`config.mk`:
```
export PLATFORM = sky130hd
export DESIGN_NAME = falafel_req_scheduler
export DESIGN_NICKNAME = d
export VERILOG_FILES = /design/src/rtl/falafel_pkg.sv /design/src/rtl/falafel_wrr_credit.sv /design/src/rtl/falafel_req_scheduler.sv
export SDC_FILE = /design/constraint.sdc
export NUM_CORES = 1
export LEC_CHECK = 0
export ABC_AREA = 1
export CORE_MARGIN = 1.5
export CORE_UTILIZATION = 53
export CTS_CLUSTER_SIZE = 25
export DETAILED_ROUTE_END_ITERATION = 6
export PLACE_DENSITY_LB_ADDON = 0.08
export SYNTH_ARGS = -nofsm -noshare
export SYNTH_HDL_FRONTEND = slang
export SYNTH_SLANG_ARGS = --single-unit
```
`constraint.sdc`:
```
create_clock -name clk_i -period 3.1 [get_ports clk_i]
set_input_delay 0.62 -clock clk_i [delete_from_list [all_inputs] [get_ports clk_i]]
set_output_delay 0.62 -clock clk_i [all_outputs]
set_load 0.005 [all_outputs]
```
`src/rtl/falafel_pkg.sv`:
```
// Shared types and widths for the falafel allocator datapath.
// Holds the core request opcode, scheduler state encoding and size widening helper.
package falafel_pkg;

    localparam int DATA_W      = 32;
    localparam int MSG_ID_SIZE = 8;
    localparam int WORD_W      = 16;

    typedef logic [WORD_W-1:0] word_t;

    typedef enum logic {
        OP_ALLOC = 1'b0,
        OP_FREE  = 1'b1
    } core_op_t;

    typedef enum logic [1:0] {
        SCHED_IDLE,
        SCHED_ISSUE,
        SCHED_WAIT
    } sched_state_t;

    function automatic logic [DATA_W-1:0] widen_size(input word_t size);
        return {{(DATA_W - WORD_W){1'b0}}, size};
    endfunction

endpackage

```
`src/rtl/falafel_wrr_credit.sv`:
```
// Weighted round-robin grant between alloc and free queues, favouring allocs.
// Grants are combinational (zero latency); the credit only moves on a granted cycle.
module falafel_wrr_credit #(
    parameter int unsigned ALLOC_WEIGHT = 4
) (
    input  logic clk,
    input  logic rst,
    input  logic alloc_pending,
    input  logic free_pending,
    input  logic enable,
    output logic grant_alloc,
    output logic grant_free
);

    localparam logic [7:0] WEIGHT = 8'(ALLOC_WEIGHT);

    logic [7:0] credit;
    logic       credit_left;

    assign credit_left = (credit != 8'd0);

    always_comb begin
        grant_alloc = 1'b0;
        grant_free  = 1'b0;
        if (enable) begin
            if (alloc_pending && (!free_pending || credit_left)) begin
                grant_alloc = 1'b1;
            end else if (free_pending) begin
                grant_free = 1'b1;
            end
        end
    end

    // Credit is only spent when an alloc wins against a waiting free.
    always_ff @(posedge clk) begin
        if (rst) begin
            credit <= WEIGHT;
        end else if (grant_free) begin
            credit <= WEIGHT;
        end else if (grant_alloc && free_pending) begin
            credit <= credit - 8'd1;
        end
    end

endmodule

```
`src/rtl/falafel_req_scheduler.sv`:
```
// Pops alloc/free FIFOs and issues one request at a time to the allocator core.
// Pop is combinational in IDLE, val follows one cycle later and holds until rdy; nothing new issues until done or watchdog.
module falafel_req_scheduler
    import falafel_pkg::*;
#(
    parameter int unsigned ALLOC_WEIGHT = 4,
    parameter int unsigned WAIT_TIMEOUT = 1024
) (
    input  logic                   clk_i,
    input  logic                   rst_i,
    input  logic                   alloc_fifo_empty_i,
    output logic                   alloc_fifo_read_o,
    input  word_t                  alloc_fifo_dout_size_i,
    input  logic [MSG_ID_SIZE-1:0] alloc_fifo_dout_id_i,
    input  logic                   free_fifo_empty_i,
    output logic                   free_fifo_read_o,
    input  logic [DATA_W-1:0]      free_fifo_dout_i,
    output logic                   core_req_val_o,
    input  logic                   core_req_rdy_i,
    output core_op_t               core_req_op_o,
    output logic [DATA_W-1:0]      core_req_data_o,
    output logic [MSG_ID_SIZE-1:0] core_req_id_o,
    input  logic                   core_done_i,
    input  logic                   pause_i,
    output logic                   idle_o,
    output logic                   timeout_o,
    output logic [31:0]            alloc_issued_o,
    output logic [31:0]            free_issued_o
);

    localparam int unsigned CNT_W = (WAIT_TIMEOUT > 2) ? $clog2(WAIT_TIMEOUT) : 1;
    localparam logic [CNT_W-1:0] WAIT_LAST = CNT_W'(WAIT_TIMEOUT - 1);

    sched_state_t     state;
    sched_state_t     next_state;
    logic             grant_en;
    logic             grant_alloc;
    logic             grant_free;
    logic             accept;
    logic             wait_expired;
    logic [CNT_W-1:0] wait_cnt;

    assign grant_en = (state == SCHED_IDLE) && !pause_i;

    falafel_wrr_credit #(
        .ALLOC_WEIGHT (ALLOC_WEIGHT)
    ) u_wrr (
        .clk           (clk_i),
        .rst           (rst_i),
        .alloc_pending (!alloc_fifo_empty_i),
        .free_pending  (!free_fifo_empty_i),
        .enable        (grant_en),
        .grant_alloc   (grant_alloc),
        .grant_free    (grant_free)
    );

    assign accept = (state == SCHED_ISSUE) && core_req_val_o && core_req_rdy_i;

    // A done in the final WAIT cycle wins over the watchdog.
    assign wait_expired = (state == SCHED_WAIT) && !core_done_i && (wait_cnt == WAIT_LAST);

    always_ff @(posedge clk_i) begin
        if (rst_i) begin
            state <= SCHED_IDLE;
        end else begin
            state <= next_state;
        end
    end

    always_comb begin
        next_state = state;
        case (state)
            SCHED_IDLE: begin
                if (grant_alloc || grant_free) begin
                    next_state = SCHED_ISSUE;
                end
            end
            SCHED_ISSUE: begin
                if (accept) begin
                    next_state = SCHED_WAIT;
                end
            end
            SCHED_WAIT: begin
                if (core_done_i || wait_expired) begin
                    next_state = SCHED_IDLE;
                end
            end
            default: next_state = SCHED_IDLE;
        endcase
    end

    always_comb begin
        alloc_fifo_read_o = grant_alloc;
        free_fifo_read_o  = grant_free;
    end

    always_ff @(posedge clk_i) begin
        if (rst_i) begin
            core_req_val_o  <= 1'b0;
            core_req_op_o   <= OP_ALLOC;
            core_req_data_o <= '0;
            core_req_id_o   <= '0;
            idle_o          <= 1'b1;
            timeout_o       <= 1'b0;
            alloc_issued_o  <= '0;
            free_issued_o   <= '0;
            wait_cnt        <= '0;
        end else begin
            core_req_val_o <= (next_state == SCHED_ISSUE);
            idle_o         <= (next_state == SCHED_IDLE);
            timeout_o      <= timeout_o | wait_expired;

            if (grant_alloc) begin
                core_req_op_o   <= OP_ALLOC;
                core_req_data_o <= widen_size(alloc_fifo_dout_size_i);
                core_req_id_o   <= alloc_fifo_dout_id_i;
            end else if (grant_free) begin
                core_req_op_o   <= OP_FREE;
                core_req_data_o <= free_fifo_dout_i;
                core_req_id_o   <= '0;
            end

            if (accept && (core_req_op_o == OP_ALLOC)) begin
                alloc_issued_o <= alloc_issued_o + 32'd1;
            end
            if (accept && (core_req_op_o == OP_FREE)) begin
                free_issued_o <= free_issued_o + 32'd1;
            end

            if ((state == SCHED_WAIT) && (next_state == SCHED_WAIT)) begin
                wait_cnt <= wait_cnt + 1'b1;
            end else begin
                wait_cnt <= '0;
            end
        end
    end

endmodule

```
==> flow_summary_export.csv, run 1 <==
group,metric,value,unit
floorplan,core.rowCount,40,
floorplan,die_area,12900,um^2
clock_tree,root_buffer,"clkbuf_16",
job,cap_viol_max_count,0,
critical_path,crit_top_cell,"inv_1",
clock_tree,clkSinkCount,128,
global_route,antenna_found_initial,0,
min_path,holdPathStages,1,
critical_path,crit_required,2.48,ns
global_route,grt_pass1_vias,5969,
synth,ys_ff_latch,128,
critical_path,reg2regPathDepth,11,
finish,fill_cells,999,
clock_tree,clockBufferDepth,2,
clock_tree,htreeDepth,4,
detailed_routing,vias,6647,
critical_path,path_class,"register to output pin",
placed_design,placed_area,8340,um^2
detailed_routing,wirelength,16500,um
min_path,hold_path_end,"wait_cnt[0]$_SDFF_PP0_",
finish,fin_cells,1300,
synth,synth.avg_cell_area,6.74,um^2
timing,fin_crit,2.84,ns
global_route,grt_usage,26.2,%
finish,syn2layout_area_growth,38.3,%
placed_design,portBuffers,172,
critical_path,crit_chain,"inv_1, ha_1, inv_1, nor2_1, nand3_4, nand3_1, clkinv_1, clkdlybuf4s50_1",
global_route,grt_max_degree,50,
min_path,hold_path.class,"register to register",
synth,syn-num-nets,1027,
power_and_ir_drop,p_leak,3.51,nW
detailed_routing,dr.pass1.iters,6,
finish,nets,1208,
detailed_routing,drc_errors,0,
timing,rsz0062_at_grt,"no",
synth,synth_cell_type_count,36,
synth,ys_warn_count,0,
critical_path,timing.rr.end,"core_req_val_o$_SDFF_PP0_",
critical_path,start_kind,"register",
clock_tree,numCtsBuffers,17,
critical_path,path_max_fanout,5,
timing,setup_tns,0,ns
floorplan,die_w,113,um
timing,max_freq,352,MHz
min_path,holdCritStartpoint,"wait_cnt[0]$_SDFF_PP0_",
detailed_routing,viasPerCell,5.11,
clock_tree,hold_buffers,0,
placed_design,dp.cells,1268,
finish,n_antenna_cell,0,
timing,fin_skew,0.00839,ns
power_and_ir_drop,peakVddDrop,0.367,mV
synth,syn_area,6460,um^2
critical_path,crit_family,"buffers and inverters",
detailed_routing,ant_nets,0,
status,run_status,"finished clean",
floorplan,initial_core_util,54.0,%
timing,slew_headroom,61.6,%
detailed_routing,drt_first_iter_violations,441,
critical_path,critPathMaxStageDelay,0.47,ns
clock_tree,cts_tree,"built",
timing,final.period_utilization,91.6,%
clock_tree,cts_setup_buffers,0,
timing,slew_violations,0,
global_route,grt_pass1_wl,27300,um
critical_path,arrival,2.22,ns
timing,setup_violations,0,
floorplan,io_pins,173,
critical_path,slowest_stage,"clkdlybuf4s50_1",
finish,drive_gt1_share,7.81,%
critical_path,crit_path_end_kind,"output pin",
critical_path,path_buf_inv,4,
clock_tree,post_cts_resized,0,
power_and_ir_drop,power_density,456,nW/um^2
placed_design,place.gp.congestion,0.876,
floorplan,core-area,12000,um^2
critical_path,reg2reg_setup_slack,1.16,ns
clock_tree,clk_latency,0.42,ns
timing,tightest_slew,0.577,ns
critical_path,reg2reg_from,"u_wrr.credit[0]$_SDFFE_PP0P_",
timing,finalHoldViolCount,0,
synth,yosysSeqAreaShare,39.7,%
floorplan,fp.dieH,113,um
power_and_ir_drop,power,4.08,mW
placed_design,hpwl,11700,um
synth,syn_inst,959,
finish,fin_area,8940,um^2
global_route,grt_overflow,0,
clock_tree,path_clk_slew,0.05,ns
detailed_routing,wire_per_inst,12.7,um
[kinds of logic (layout without fill, tap and decap cells)]
logic type | Yosys count | after routing | synth area share [%]
AO/OA/AOI/OAI | 82 | 82 | 6.62
XOR/XNOR | 17 | 17 | 2.30
adder cells (fa/ha/maj) | 5 | 5 | 0.968
buffers and inverters | 162 | 356 | 10.1
flip-flops | 128 | 128 | 39.7
AND/OR/NAND/NOR | 565 | 565 | 40.4
[layout by cell type, fill, tap and decap left out, drive strengths merged]
master and instances:
a21oi 56, buf 15, bufinv 3, clkbuf 21, clkdlybuf4s50 171, clkinv 8
clkinvlp 3, dfxtp 128, ha 5, inv 135, nand2 239, nand3 83
nand4 48, nor2 173, nor3 19, nor3b 3, o211ai 1, o21a 1
o21ai 19, o21bai 5, xnor2 3, xor2 14
[layer usage]
metal | global-route usage [%] | part of all wire (%)
met3 | 6.54 | 7.2
met1 | 33.1 | 45
met2 | 43.2 | 46
met4 | 10.1 | 1.8
met5 | 0 | 0
[state kept, by name, indices dropped and copies added (netlist names)]
signal / count
alloc_issued_o: 32
core_req_data_o: 32
free_issued_o: 32
wait_cnt: 10
core_req_id_o: 8
u_wrr.credit: 8
state: 2
core_req_op_o: 1
core_req_val_o: 1
idle_o: 1
timeout_o: 1
[synthesized netlist by cell type (all sizes together)]
master	number	share of area, %
a21oi	56	4.3
buf	14	1.4
clkbuf	10	0.58
clkinv	3	0.19
dfxtp	128	40
ha	5	0.97
inv	135	7.9
nand2	239	14
nand3	83	6.9
nand4	48	5.5
nor2	173	12
nor3	19	1.6
nor3b	3	0.35
o211ai	1	0.12
o21a	1	0.12
o21ai	19	1.5
o21bai	5	0.58
xnor2	3	0.41
xor2	14	1.9
[worst max-delay path by stage]
| stage | start | to | slack, ns | cells past startpoint |
|---|---|---|---|---|
| 2_1_floorplan | pause_i | free_fifo_read_o | 1.07 | 6 |
| 3_3_place_gp | free_fifo_empty_i | alloc_fifo_read_o | 0.35 | 6 |
| 3_5_place_dp | free_fifo_empty_i | alloc_fifo_read_o | 0.29 | 6 |
| 4_1_cts | u_wrr.credit[0]$_SDFFE_PP0P_ | alloc_fifo_read_o | 0.25 | 8 |
| 5_1_grt | u_wrr.credit[0]$_SDFFE_PP0P_ | alloc_fifo_read_o | 0.15 | 8 |
| 6_report | u_wrr.credit[0]$_SDFFE_PP0P_ | alloc_fifo_read_o | 0.26 | 8 |
[metrics by stage]
stage / worst slack, ns / hold WS (ns) / utilization (%)
after detailed placement: 0.294 / 0.440 / 69.7
after global placement: 0.352 / 0.433 / 69.7
after global routing: 0.153 / 0.473 / 74.7
after floorplan: 1.07 / 0.418 / -
after CTS: 0.249 / 0.448 / 74.7
final: 0.260 / 0.446 / 74.7
[power by group]
group	leakage (nW)	switching, mW	total, mW	internal [mW]
clock network	0.289	0.714	2.01	1.30
logic	2.19	0.180	0.363	0.183
registers	1.04	0.0212	1.70	1.68
[layout make-up]
| class | instances | area, um^2 | area share (%) |
|---|---|---|---|
| Inverter | 138 | 522 | 5.84 |
| Tap cell | 147 | 184 | 2.06 |
| Sequential cell | 128 | 2560 | 28.7 |
| Timing Repair Buffer | 186 | 1820 | 20.4 |
| Clock buffer | 21 | 460 | 5.15 |
| Clock inverter | 11 | 138 | 1.54 |
| Multi-Input combinational cell | 669 | 3250 | 36.3 |
Note: power is estimated with default switching activity, not from simulation.
==> run 2, diff against run 1 <==
Settings changed: SLEW_MARGIN set to 20.
==> results of run 2 <==
Final layout, timing and power as in run 1 (identical DEF).
